**src/rtl/wave_pkg.sv**
```systemverilog
// Shared definitions for the polyphonic oscillator: waveform select bits, noise LFSR, sweep FSM states.
// Latency: none (package only).
// Backpressure: none (package only).
package wave_pkg;

  // Bit positions inside the 4-bit waveform select word
  localparam int WAVE_TRI   = 0;
  localparam int WAVE_SAW   = 1;
  localparam int WAVE_PULSE = 2;
  localparam int WAVE_NOISE = 3;

  // Noise generator: 23-bit shift-left register, feedback from bits 22 and 17
  localparam int                   LFSR_BITS  = 23;
  localparam logic [LFSR_BITS-1:0] LFSR_SEED  = 23'h7FFFF8;
  localparam int                   LFSR_TAP_A = 22;
  localparam int                   LFSR_TAP_B = 17;

  typedef enum logic [1:0] {
    ST_IDLE  = 2'd0,
    ST_SWEEP = 2'd1,
    ST_DONE  = 2'd2
  } state_t;

  // One shift of the noise register
  function automatic logic [LFSR_BITS-1:0] lfsr_step(input logic [LFSR_BITS-1:0] s);
    return {s[LFSR_BITS-2:0], s[LFSR_TAP_A] ^ s[LFSR_TAP_B]};
  endfunction

endpackage

```
**src/rtl/wave_voice_core.sv**
```systemverilog
// Single-voice datapath: advances phase/noise state and forms the signed voice sample.
// Latency: purely combinational; the caller registers acc_next/lfsr_next.
// Backpressure: none; evaluated whenever the sweep presents a voice.
module wave_voice_core
  import wave_pkg::*;
#(
  parameter int FREQ_BITS        = 16,
  parameter int PULSEWIDTH_BITS  = 12,
  parameter int OUTPUT_BITS      = 12,
  parameter int ACCUMULATOR_BITS = 24
) (
  input  logic [ACCUMULATOR_BITS-1:0]   acc,
  input  logic [LFSR_BITS-1:0]          lfsr,
  input  logic [FREQ_BITS-1:0]          freq,
  input  logic [PULSEWIDTH_BITS-1:0]    pw,
  input  logic [3:0]                    wave,
  input  logic                          sync,
  input  logic                          ringmod,
  input  logic                          test,
  input  logic                          src_msb,
  input  logic                          src_rise,
  output logic [ACCUMULATOR_BITS-1:0]   acc_next,
  output logic [LFSR_BITS-1:0]          lfsr_next,
  output logic                          msb_rise,
  output logic signed [OUTPUT_BITS-1:0] sample
);

  localparam int MSB       = ACCUMULATOR_BITS - 1;
  localparam int NOISE_BIT = ACCUMULATOR_BITS - 5;
  localparam logic [OUTPUT_BITS-1:0] SIGN_FLIP = {1'b1, {(OUTPUT_BITS-1){1'b0}}};

  logic                   t;
  logic [OUTPUT_BITS-1:0] tri_w;
  logic [OUTPUT_BITS-1:0] saw_w;
  logic [OUTPUT_BITS-1:0] pulse_w;
  logic [OUTPUT_BITS-1:0] noise_w;
  logic [OUTPUT_BITS-1:0] u;

  // Phase and noise update: test mode parks both, hard sync restarts the phase
  always_comb begin
    acc_next  = acc + ACCUMULATOR_BITS'(freq);
    lfsr_next = lfsr;
    if (test) begin
      acc_next  = '0;
      lfsr_next = LFSR_SEED;
    end else begin
      if (sync && src_rise) begin
        acc_next = '0;
      end
      if (!acc[NOISE_BIT] && acc_next[NOISE_BIT]) begin
        lfsr_next = lfsr_step(lfsr);
      end
    end
    msb_rise = !acc[MSB] && acc_next[MSB];
  end

  // Waveform generation from the updated phase; selected shapes are ANDed together
  always_comb begin
    t       = acc_next[MSB] ^ (ringmod & src_msb);
    tri_w   = acc_next[ACCUMULATOR_BITS-2 -: OUTPUT_BITS] ^ {OUTPUT_BITS{t}};
    saw_w   = acc_next[MSB -: OUTPUT_BITS];
    pulse_w = (acc_next[MSB -: PULSEWIDTH_BITS] < pw) ? '1 : '0;
    noise_w = lfsr_next[LFSR_BITS-1 -: OUTPUT_BITS];
    u       = '1;
    if (wave[WAVE_TRI])   u = u & tri_w;
    if (wave[WAVE_SAW])   u = u & saw_w;
    if (wave[WAVE_PULSE]) u = u & pulse_w;
    if (wave[WAVE_NOISE]) u = u & noise_w;
    // Offset-binary to two's complement; a silent voice contributes exactly zero
    sample = (wave == 4'b0000) ? '0 : $signed(u ^ SIGN_FLIP);
  end

endmodule

```
**src/rtl/wave_poly.sv**
```systemverilog
// Time-multiplexed N-voice oscillator: per-tick sweep over all voices, summed into one signed sample.
// Latency: sample_tick at cycle T gives mix_valid at T+NUM_VOICES+1; busy covers T+1..T+NUM_VOICES+1.
// Backpressure: none; ticks arriving while busy are dropped, config writes are accepted every cycle.
module wave_poly
  import wave_pkg::*;
#(
  parameter int NUM_VOICES       = 3,
  parameter int FREQ_BITS        = 16,
  parameter int PULSEWIDTH_BITS  = 12,
  parameter int OUTPUT_BITS      = 12,
  parameter int ACCUMULATOR_BITS = 24,
  parameter int VIDX_BITS        = $clog2(NUM_VOICES),
  parameter int MIX_BITS         = OUTPUT_BITS + $clog2(NUM_VOICES) + 1
) (
  input  logic                        main_clk,
  input  logic                        reset,
  input  logic                        sample_tick,
  input  logic                        cfg_we,
  input  logic [VIDX_BITS-1:0]        cfg_voice,
  input  logic [FREQ_BITS-1:0]        cfg_freq,
  input  logic [PULSEWIDTH_BITS-1:0]  cfg_pw,
  input  logic [3:0]                  cfg_wave,
  input  logic                        cfg_sync,
  input  logic                        cfg_ringmod,
  input  logic                        cfg_test,
  output logic signed [MIX_BITS-1:0]  mix_out,
  output logic                        mix_valid,
  output logic                        busy,
  output logic [NUM_VOICES-1:0]       voice_msb
);

  localparam int MSB = ACCUMULATOR_BITS - 1;
  localparam logic [VIDX_BITS-1:0] LAST_IDX    = VIDX_BITS'(NUM_VOICES - 1);
  localparam logic [VIDX_BITS:0]   VOICE_LIMIT = (VIDX_BITS + 1)'(NUM_VOICES);

  state_t                 state;
  logic [VIDX_BITS-1:0]   idx;
  logic [VIDX_BITS-1:0]   src_idx;
  logic signed [MIX_BITS-1:0] mix_acc;

  // Per-voice running state
  logic [ACCUMULATOR_BITS-1:0] acc_q  [NUM_VOICES];
  logic [LFSR_BITS-1:0]        lfsr_q [NUM_VOICES];
  logic [NUM_VOICES-1:0]       rise_q;

  // Per-voice configuration
  logic [FREQ_BITS-1:0]        freq_q [NUM_VOICES];
  logic [PULSEWIDTH_BITS-1:0]  pw_q   [NUM_VOICES];
  logic [3:0]                  wave_q [NUM_VOICES];
  logic [NUM_VOICES-1:0]       sync_q;
  logic [NUM_VOICES-1:0]       ring_q;
  logic [NUM_VOICES-1:0]       test_q;

  logic [ACCUMULATOR_BITS-1:0]   acc_next;
  logic [LFSR_BITS-1:0]          lfsr_next;
  logic                          msb_rise;
  logic signed [OUTPUT_BITS-1:0] voice_sample;
  logic signed [MIX_BITS-1:0]    sample_ext;

  // Modulation source is the previous voice, wrapping voice 0 onto the last one
  always_comb begin
    src_idx = (idx == '0) ? LAST_IDX : idx - VIDX_BITS'(1);
  end

  wave_voice_core #(
    .FREQ_BITS        (FREQ_BITS),
    .PULSEWIDTH_BITS  (PULSEWIDTH_BITS),
    .OUTPUT_BITS      (OUTPUT_BITS),
    .ACCUMULATOR_BITS (ACCUMULATOR_BITS)
  ) u_core (
    .acc       (acc_q[idx]),
    .lfsr      (lfsr_q[idx]),
    .freq      (freq_q[idx]),
    .pw        (pw_q[idx]),
    .wave      (wave_q[idx]),
    .sync      (sync_q[idx]),
    .ringmod   (ring_q[idx]),
    .test      (test_q[idx]),
    .src_msb   (acc_q[src_idx][MSB]),
    .src_rise  (rise_q[src_idx]),
    .acc_next  (acc_next),
    .lfsr_next (lfsr_next),
    .msb_rise  (msb_rise),
    .sample    (voice_sample)
  );

  assign sample_ext = {{(MIX_BITS-OUTPUT_BITS){voice_sample[OUTPUT_BITS-1]}}, voice_sample};

  // Expose each voice's phase MSB straight from its register
  always_comb begin
    for (int i = 0; i < NUM_VOICES; i++) begin
      voice_msb[i] = acc_q[i][MSB];
    end
  end

  // Sweep sequencer with registered mix/valid/busy outputs
  always_ff @(posedge main_clk or posedge reset) begin
    if (reset) begin
      state     <= ST_IDLE;
      idx       <= '0;
      busy      <= 1'b0;
      mix_valid <= 1'b0;
      mix_acc   <= '0;
      mix_out   <= '0;
    end else begin
      case (state)
        ST_IDLE: begin
          mix_valid <= 1'b0;
          if (sample_tick) begin
            state   <= ST_SWEEP;
            idx     <= '0;
            busy    <= 1'b1;
            mix_acc <= '0;
          end
        end
        ST_SWEEP: begin
          mix_acc <= mix_acc + sample_ext;
          if (idx == LAST_IDX) begin
            state     <= ST_DONE;
            idx       <= '0;
            mix_valid <= 1'b1;
            mix_out   <= mix_acc + sample_ext;
          end else begin
            idx <= idx + VIDX_BITS'(1);
          end
        end
        ST_DONE: begin
          mix_valid <= 1'b0;
          busy      <= 1'b0;
          state     <= ST_IDLE;
        end
        default: begin
          state     <= ST_IDLE;
          idx       <= '0;
          busy      <= 1'b0;
          mix_valid <= 1'b0;
        end
      endcase
    end
  end

  // Write back the voice being swept this cycle
  always_ff @(posedge main_clk or posedge reset) begin
    if (reset) begin
      for (int i = 0; i < NUM_VOICES; i++) begin
        acc_q[i]  <= '0;
        lfsr_q[i] <= LFSR_SEED;
      end
      rise_q <= '0;
    end else if (state == ST_SWEEP) begin
      acc_q[idx]  <= acc_next;
      lfsr_q[idx] <= lfsr_next;
      rise_q[idx] <= msb_rise;
    end
  end

  // Config register file; writes to nonexistent voices are dropped
  always_ff @(posedge main_clk or posedge reset) begin
    if (reset) begin
      for (int i = 0; i < NUM_VOICES; i++) begin
        freq_q[i] <= '0;
        pw_q[i]   <= '0;
        wave_q[i] <= '0;
      end
      sync_q <= '0;
      ring_q <= '0;
      test_q <= '0;
    end else if (cfg_we && ({1'b0, cfg_voice} < VOICE_LIMIT)) begin
      freq_q[cfg_voice] <= cfg_freq;
      pw_q[cfg_voice]   <= cfg_pw;
      wave_q[cfg_voice] <= cfg_wave;
      sync_q[cfg_voice] <= cfg_sync;
      ring_q[cfg_voice] <= cfg_ringmod;
      test_q[cfg_voice] <= cfg_test;
    end
  end

endmodule

```
**config.mk**
```make
export PLATFORM = sky130hd
export DESIGN_NAME = wave_poly
export DESIGN_NICKNAME = d
export VERILOG_FILES = /design/src/rtl/wave_pkg.sv /design/src/rtl/wave_voice_core.sv /design/src/rtl/wave_poly.sv
export SDC_FILE = /design/constraint.sdc
export NUM_CORES = 1
export LEC_CHECK = 0
export CAP_MARGIN = 10
export CORE_MARGIN = 2
export CORE_UTILIZATION = 40
export CTS_CLUSTER_DIAMETER = 60
export DETAILED_ROUTE_END_ITERATION = 8
export PLACE_DENSITY = 0.57
export SYNTH_ARGS = -nofsm -noshare
export SYNTH_HDL_FRONTEND = slang
export SYNTH_SLANG_ARGS = --single-unit
```
**constraint.sdc**
```tcl
create_clock -name main_clk -period 21.3 [get_ports main_clk]
set_input_delay 4.26 -clock main_clk [delete_from_list [all_inputs] [get_ports main_clk]]
set_output_delay 4.26 -clock main_clk [all_outputs]
set_load 0.01 [all_outputs]
```
## Word level (Yosys, flattened, before mapping)

Index checks and enable logic that the tools add are counted.

- Add/sub/neg operators: 4
- $lt $le $gt $ge: 12
- Eq/ne operators: 5
- Muxes and demuxes: 73
- Bitwise operators: 13
- Reduce and logical (&&, ||, !) cells: 19

Operator list:

| operator | count |
|---|---|
| 24-bit 2-to-1 mux | 8 |
| 23-bit 2-to-1 mux | 5 |
| 12-bit 2-to-1 mux | 9 |
| 24-bit binary-select mux with 2-bit select | 2 |
| 72-bit bitwise mux | 1 |
| 69-bit bitwise mux | 1 |
| 48-bit bitwise mux | 1 |
| 24-bit demux with 2-bit select | 1 |
| 16-bit 2-to-1 mux | 3 |
| 23-bit binary-select mux with 2-bit select | 1 |
| 23-bit demux with 2-bit select | 1 |
| 12-bit AND | 3 |
| 36-bit bitwise mux | 1 |
| 16-bit binary-select mux with 2-bit select | 1 |
| 16-bit demux with 2-bit select | 1 |
| 15-bit case mux with 2 select lines | 1 |
| 24-bit by 16-bit adder with 24-bit output | 1 |
| 12-bit binary-select mux with 2-bit select | 1 |
| 12-bit demux with 2-bit select | 1 |
| 15-bit by 12-bit adder with 15-bit output | 1 |
| 15-bit 2-to-1 mux | 1 |
| 12-bit bitwise mux | 1 |
| 3-bit bitwise mux | 4 |
| 12-bit less-than comparator | 1 |
| other kinds (31) | 75 |

- Register bits: 285
- Bits of input ports: 41
- Output and inout bits: 20
- Logic and storage cells: 151

## Longest topological paths before layout

Gate-level depths: netlist (run 1).

- Word-level depth: 21
- Mapped depth: 42
- Depth with buffers taken out: 34

## Cells and area by module

From an unflattened synthesis (run 1), not the netlist that was laid out.

- Cell total of the unflattened synthesis: 1336
- Area total of the unflattened synthesis: 15416.0 um2

By module, submodules not included:

| module | times used | cells an instance | area an instance (um2) | seq. area each (um2) |
|---|---|---|---|---|
| wave_poly | 1 | 1015 | 13078.8 | 7206.9 |
| wave_voice_core | 1 | 321 | 2337.2 | 0.0 |

## Worst setup path after synthesis (run 1)

OpenSTA, ideal clock, no wires.

- Path type: register to register
- Start point: register idx[1]
- End point: register mix_acc[14]
- Arrival time: 7.890 ns
- Path slack: 13.283 ns
- Cell stages (with the launch flop): 40
- Path buffers: 7
- Period minus slack after synthesis: 8.017 ns
- Cells stage by stage: dfrtp_1 and2b_4 buf_4 buf_2 buf_2 buf_1 clkbuf_1 clkbuf_1 nand2_1 o21ai_0 ha_1 a211oi_1 o21ai_1 a211oi_2 o21ai_0 a21o_1 a21o_1 nand3_1 (+4 left out) o21ai_0 a21o_1 nand4_1 o211ai_2 o41ai_1 clkbuf_1 a221o_1 a21oi_1 ha_1 a211oi_1 o21ai_0 a31oi_1 a2111oi_0 a311oi_1 nor3_1 and4_1 a31oi_1 nand3_1

RTL lines:

| item | RTL line | source |
|---|---|---|
| start: declaration | wave_poly.sv:37 | `logic [VIDX_BITS-1:0] idx;` |
| start signal: assignment | wave_poly.sv:124 | `idx <= idx + VIDX_BITS'(1);` |
| 2-bit NOT with 3-bit output (not written as such) (tied with other cells) | wave_poly.sv:71, wave_poly.sv:73 |  |
| 24-bit binary-select mux with 2-bit select (tied with other cells) | wave_poly.sv:71 | `.acc (acc_q[idx]),` |
| 24-bit 2-to-1 mux (not written as such) (tied with other cells) (2 in a row) | wave_poly.sv:71 |  |
| 24-bit by 16-bit adder with 24-bit output or 1-bit logical AND (tied branches) | wave_voice_core.sv:41, wave_voice_core.sv:47 |  |
| 24-bit 2-to-1 mux | wave_voice_core.sv:47 | `if (sync && src_rise) begin` |
| 24-bit 2-to-1 mux | wave_voice_core.sv:43 | `if (test) begin` |
| 24-bit 2-to-1 mux * | wave_voice_core.sv:43 |  |
| named net acc_next[17] | wave_poly.sv:54 | `logic [ACCUMULATOR_BITS-1:0] acc_next;` |
| parallel branches: the longest is 5 deep, another holds 12-bit less-than comparator | - |  |
| 12-bit 2-to-1 mux * | wave_voice_core.sv:67 | `if (wave[WAVE_PULSE]) u = u & pulse_w;` |
| 12-bit AND | wave_voice_core.sv:68 | `if (wave[WAVE_NOISE]) u = u & noise_w;` |
| 12-bit 2-to-1 mux * | wave_voice_core.sv:68 |  |
| 12-bit 2-to-1 mux * | wave_voice_core.sv:70 | `sample = (wave == 4'b0000) ? '0 : $signed(u ^ SIGN_FLIP);` |
| 15-bit by 12-bit adder with 15-bit output * | wave_poly.sv:117 | `mix_acc <= mix_acc + sample_ext;` |
| 15-bit case mux with 2 select lines * | wave_poly.sv:106 | `case (state)` |
| end signal: assignment | wave_poly.sv:117 |  |
| end: declaration | wave_poly.sv:39 | `logic signed [MIX_BITS-1:0] mix_acc;` |

Mark *: on every way through the listed nets, which the timed path passes. The select of a mux whose other input is x is not followed.
A chain may end at the register's enable or synchronous reset.

## Worst setup path after layout (run 1)

- Start point: register idx[0]
- End point: register mix_acc[14]

The elaborated chain is that of the path after synthesis.

==> results of run 1 <==
==> synth_stat cells (all sizes together), types with 25 or more instances <==
library cell  instances
dfrtp               225
inv                  26
ha                   44
clkbuf               62
buf                  26
a21oi                57
xnor2                25
dfstp                60
mux2i                86
nor2                 87
o21ai               227
mux2                125
nand2               260
==> per-stage QoR <==
step                 util  cell area (sq um)  hold slack (ps)  setup slack [ps]  std cells
global placement    0.435              16000              459             12730       1956
floorplan               -              15000              447              9280       1496
CTS                 0.463              17000              480             12480       2017
global route        0.463              17000              496             11450       2017
finish              0.463              17000              475             12450       2017
detailed placement  0.435              16000              467             12510       1956
==> cell usage in the layout, fill, tap and decap left out, types with 10 or more instances in the layout <==
cell	synthesis	final
a221o_1	10	10
xnor2_1	25	25
nand2_1	258	255
clkbuf_16	0	35
nor2_1	87	87
nand3_1	20	20
inv_1	26	25
ha_1	44	44
clkbuf_1	62	13
dfrtp_1	225	223
mux2i_1	86	86
clkdlybuf4s50_1	0	60
o21ai_0	221	220
dfstp_2	60	60
a21o_1	11	11
o31ai_1	11	11
buf_4	4	20
a21oi_1	57	57
mux2_2	123	123
xor2_1	10	10
==> tightest hold or removal path, cell delays in order (launching register included) <==
cell     delay (ps)
dfrtp_1         340
nand2_1          50
o31ai_1          50
==> cells by family after synthesis <==
family                   Yosys count  share of synthesized area
multiplexers                     211                      0.152
XOR/XNOR                          35                     0.0205
buffers and inverters            115                     0.0318
AO/OA/AOI/OAI                    386                      0.157
AND/OR/NAND/NOR                  418                      0.117
flip-flops                       285                      0.482
adder cells (fa/ha/maj)           46                     0.0395
==> worst max path at each step <==
stage                      start     endpoint  depth (start not counted)
final                     idx[0]  mix_acc[14]                         34
after global routing      idx[0]  mix_acc[14]                         35
after floorplan            reset     acc_q[0]                          1
after global placement    idx[0]  mix_acc[14]                         34
after CTS                 idx[0]  mix_acc[14]                         34
after detailed placement  idx[0]  mix_acc[14]                         34
==> power by group through the flow <==
stage	Combinational [W]	Clock (W)	Sequential [W]
finish	0.00135	0.000545	0.000851
CTS	0.00136	0.000562	0.000853
detailed placement	0.00136	0	0.000861
global route	0.00152	0.000584	0.000876
global placement	0.00134	0	0.000856
floorplan	0.00100	0	0.000834
==> registers in the layout, summed over array words and instances (netlist names), 12 cells and up <==
| register | flops |
|---|---|
| pw_q | 36 |
| freq_q | 48 |
| acc_q | 69 |
| wave_q | 12 |
| mix_acc | 15 |
| lfsr_q | 69 |
| mix_out | 15 |
==> area by class of cell <==
type / instances / share of cell area
Multi-Input combinational cell: 1096 / 0.429
Clock inverter: 8 / 0.00331
Inverter: 27 / 0.00640
Timing Repair Buffer: 80 / 0.0442
Clock buffer: 53 / 0.0584
Tap cell: 468 / 0.0344
Sequential cell: 285 / 0.424
==> per-layer routing <==
layer | vias to the layer above | share of wire
met4 | 0 | 0.017
met5 | - | 0
met1 | 5306 | 0.49
met3 | 51 | 0.033
li1 | 5321 | -
met2 | 144 | 0.46
==> results.py, run 1 <==
metrics = {
    "pwr": {
        "power.internal_w": 0.00159,
        "leakage_nw": 7.27,
        "comb_power_share": 0.492,
        "seqPwrFrac": 0.310,
        "clockPowerShare": 0.198,
        "irDropWorstVdd_v": 0.0000883,
        "p_switching_w": 0.00115,
        "p_total_w": 0.00275,
        "powerDensity_nw_per_um2": 162,
        "swShare": 0.420,
    },
    "grt": {
        "use_met1": 0.261,
        "grtUsageTotal": 0.186,
        "grt.overflow.total": 0,
        "grt_util_met2": 0.306,
        "use_met3": 0.0268,
        "first_global_vias": 10854,
        "grt_pass1_wl_mm": 58.4,
        "antenna_found_initial": 0,
        "gr-max-usage-layer": "met2",
        "grt_max_degree": 96,
    },
    "timing": {
        "max_freq_mhz": 113,
        "tns_ps": 0,
        "report.final.slew_viol_count": 0,
        "skew_ps": 14.3,
        "worst_slew_pin_slew_ps": 1170,
        "relSlewSlack": 0.217,
        "setup_violations": 0,
        "rsz0062_at_grt": "no",
        "fin_crit_sh": 0.416,
        "period_minus_slack_ps": 8850,
        "hold_viol_final": 0,
    },
    "worst_setup_path": {
        "critPathMaxStageDelay_ps": 750,
        "r2r_end": "mix_acc[14]",
        "end_kind": "register",
        "worstSetupPathType": "reg2reg",
        "cp_slowest_cell": "a311oi_1",
        "r2r-start": "idx[0]",
        "crit_path_start_kind": "register",
        "crit_required_ps": 21700,
        "cp_top_family": "compound AO/OA/AOI/OAI gates",
        "reg2regPathDepth": 34,
        "worst-r2r-setup-slack_ps": 12450,
        "cp_num_buf_inv": 3,
        "cp_common_cell": "o21ai_0",
        "critPathMaxFanout": 62,
        "worst_ep_arrival_time_ps": 9250,
    },
    "yosys": {
        "synth_top_area_cell": "dfrtp_1",
        "avgSynthCellArea_sq_um": 10.0,
        "ys_async_sr_fraction": 1.00,
        "yosys_warnings": 0,
        "synth_area_leaders": "dfrtp_1, dfstp_2, mux2_2, o21ai_0, nand2_1",
        "netlist_area_sq_um": 15000,
        "syn_nets": 1583,
        "seq_area_frac_synth": 0.482,
        "ys_types": 70,
        "syn_inst": 1496,
        "ys_seq_elements": 285,
        "synth_edf_count": 0,
        "yosys.area.top_type_share": 0.377,
        "synth_ff_type": "dfrtp_1",
    },
    "hold_path": {
        "hp-class": "reg2reg",
        "hold-path-cell-count": 2,
        "holdPathEnd": "lfsr_q[0]",
        "hold_path_startpoint": "lfsr_q[0]",
    },
    "floorplan": {
        "start_util": 0.408,
        "die_y_um": 197,
        "pin_count": 61,
        "num_rows": 70,
        "core-area_sq_um": 36700,
        "die-width_um": 197,
        "die_area_sq_um": 38900,
    },
    "layout": {
        "fill_cells": 3424,
        "nets": 1611,
        "diodes": 0,
        "multi_input_area_sq_um": 7300,
        "register_area_sq_um": 7210,
        "drive_above_1_share": 0.184,
        "area_delta_synth_final_pct": 13.7,
    },
    "drt": {
        "num_vias": 10822,
        "avgViaCountPerCell": 5.37,
        "routedWlPerCell_um": 17.5,
        "ant_nets": 0,
        "remaining_drc_errors": 0,
        "drt-initial-drc-count": 611,
        "dr.pass1.iters": 7,
        "routed_wl_mm": 35.2,
    },
    "placement": {
        "port_buffers": 60,
        "dp.final_hpwl_mm": 22.8,
        "gp_congestion": 0.852,
    },
    "run_status": {
        "status": "completed",
    },
    "clock_tree": {
        "clk_path_buf_depth": 3,
        "clock_sinks": 285,
        "hold_buffers": 0,
        "cts_max_level": 2,
        "clkLatencyLatePin_ps": 520,
        "cts_buffers": 34,
        "cts_setup_buffers": 0,
        "ctsRootBufferMaster": "clkbuf_16",
        "ctsResizeCount": 0,
        "path_clk_slew_ps": 60,
        "cts_tree": "done",
    },
    "run": {
        "drv_cap": 0,
    },
}
Power figures use the tool's default switching activity.
==> run 2: changes to the inputs <==
- PLACE_DENSITY: 0.57 -> 0.59
- clock period: 21.3 -> 7.8 ns (I/O delays scaled with it)
==> run 2 against run 1 <==
Effect of this change: combinational power rose to 2.9 times the previous value; die area is the same; via count rose by 1.5%; clock power rose to 2.8 times the previous value; critical path type unchanged; cell count is 0.69% higher; clock-buffer cell count decreased by 3; clock skew is 6.3 ps higher; register-to-register slack worse by 12000 ps; maximum frequency increased by 21%.
==> results.py, run 2 (synthesis gave the netlist of run 1 again) <==
metrics = {
    "drt": {
        "avgViaCountPerCell": 5.41,
        "dr.pass1.iters": 7,
        "ant_nets": 0,
        "routedWlPerCell_um": 17.6,
        "drt-initial-drc-count": 540,
        "remaining_drc_errors": 0,
        "routed_wl_mm": 35.8,
        "num_vias": 10989,
    },
    "worst_setup_path": {
        "worst_ep_arrival_time_ps": 7730,
        "worst-r2r-setup-slack_ps": 510,
        "reg2regPathDepth": 34,
        "endpoint": "mix_out[14]",
        "cp_slowest_cell": "dfrtp_4",
        "worstSetupPathType": "reg2reg",
        "cp_common_cell": "a21o_1",
        "critPathLaunch": "idx[1]",
        "r2r_end": "mix_out[14]",
        "crit_required_ps": 8240,
        "r2r-start": "idx[1]",
        "critPathMaxStageDelay_ps": 530,
        "end_kind": "register",
        "critPathMaxFanout": 16,
        "crit_path_start_kind": "register",
    },
    "placement": {
        "preCtsSetupSlack_ps": 154,
        "post-place-cells": 1968,
        "dp.final_hpwl_mm": 23.1,
        "port_buffers": 60,
        "gp_congestion": 0.846,
    },
    "layout": {
        "drive_above_1_share": 0.198,
        "fill_cells": 3434,
        "final_cell_mix": "nand2_1, dfrtp_1, o21ai_0",
        "register_area_sq_um": 7210,
        "multi_input_area_sq_um": 7340,
        "reg_top3": "acc_q: 69 flops, lfsr_q: 69 flops, freq_q: 48 flops",
        "diodes": 0,
        "nets": 1627,
        "area_delta_synth_final_pct": 15.3,
        "final_common_cell": "nand2_1",
        "stdcell_count": 2031,
    },
    "pwr": {
        "power.internal_w": 0.00448,
        "seqPwrFrac": 0.300,
        "leakage_nw": 7.39,
        "p_switching_w": 0.00321,
        "swShare": 0.417,
        "powerDensity_nw_per_um2": 446,
        "irDropWorstVdd_v": 0.000230,
        "comb_power_share": 0.500,
        "clockPowerShare": 0.200,
        "p_total_w": 0.00769,
    },
    "clock_tree": {
        "path_clk_slew_ps": 60,
        "ctsRootBufferMaster": "clkbuf_16",
        "cts_buffers": 34,
        "clock_sinks": 285,
        "cts_tree": "done",
        "clk_path_buf_depth": 3,
        "cts_max_level": 2,
        "clkLatencyLatePin_ps": 510,
    },
    "timing": {
        "period_minus_slack_ps": 7290,
        "fin_crit_sh": 0.935,
        "fin_hold_ws_ps": 475,
        "max_freq_mhz": 137,
        "fin_ws_ps": 507,
        "tns_ps": 0,
        "setup_violations": 0,
        "rsz0062_at_grt": "no",
        "hold_viol_final": 0,
        "skew_ps": 20.6,
        "relSlewSlack": 0.211,
        "report.final.slew_viol_count": 0,
        "worst_slew_pin_slew_ps": 1180,
    },
    "grt": {
        "first_global_vias": 10985,
        "grt.overflow.total": 0,
        "grtUsageTotal": 0.190,
        "grt_pass1_wl_mm": 59.3,
        "antenna_found_initial": 0,
        "grt_max_degree": 174,
    },
    "floorplan": {
        "die_area_sq_um": 38900,
        "pin_count": 61,
        "core-area_sq_um": 36700,
        "num_rows": 70,
        "die-width_um": 197,
        "start_util": 0.408,
        "die_y_um": 197,
    },
    "run": {
        "drv_cap": 0,
    },
    "run_status": {
        "status": "completed",
    },
    "hold_path": {
        "hp-class": "reg2reg",
    },
}
==> run 2: worst min-delay path by stage <==
stage / from / endpoint / slack, ps / depth (start not counted)
2_1_floorplan: state[1] / busy / 450 / 1
3_3_place_gp: acc_q[34] / acc_q[34] / 460 / 2
3_5_place_dp: lfsr_q[46] / lfsr_q[46] / 460 / 2
4_1_cts: lfsr_q[46] / lfsr_q[46] / 480 / 2
5_1_grt: lfsr_q[41] / lfsr_q[41] / 490 / 2
6_report: lfsr_q[23] / lfsr_q[23] / 470 / 2
==> run 2: final cells by class <==
| cell class | instances | area share |
|---|---|---|
| Inverter | 27 | 0.00609 |
| Sequential cell | 285 | 0.418 |
| Multi-Input combinational cell | 1097 | 0.425 |
| Timing Repair Buffer | 95 | 0.0537 |
| Clock buffer | 50 | 0.0581 |
| Clock inverter | 9 | 0.00479 |
| Tap cell | 468 | 0.0339 |
==> run 2: critical path: cells and delay by family (launching register included) <==
kind                       cells  cell delay [ps]
muxes                          1              320
adders and majority gates      3              910
buffers and inverters          3              420
DFF                            1              530
and+or+nand+nor                8             1090
AOI/OAI and AO/OA             19             3900
==> run 2: repair_timing <==
item,CTS,global route
setup buffers,0,2
endpoints found under the hold margin,0,0
resized for setup,0,11
hold buffers,0,0
endpoints found under the setup margin,0,8
==> run 2: power groups by stage <==
stage	clock network [W]	logic, W	registers [W]
finish	0.00154	0.00385	0.00231
global route	0.00164	0.00432	0.00237
CTS	0.00158	0.00381	0.00230
detailed placement	0	0.00380	0.00233
global placement	0	0.00374	0.00231
floorplan	0	0.00275	0.00228
==> run 2: routing by layer <==
| metal | wire, um | up-vias | global-route usage |
|---|---|---|---|
| li1 | - | 5367 | - |
| met2 | 17300 | 167 | 0.323 |
| met4 | 602 | 0 | 0.0423 |
| met3 | 1090 | 46 | 0.0244 |
| met5 | 0 | - | 0 |
| met1 | 16800 | 5409 | 0.258 |
==> run 2: through the flow <==
step	util	instance area (sq um)
final	0.470	17200
after global routing	0.470	17200
after CTS	0.468	17200
after detailed placement	0.438	16100
after global placement	0.438	16100
after floorplan	-	15000
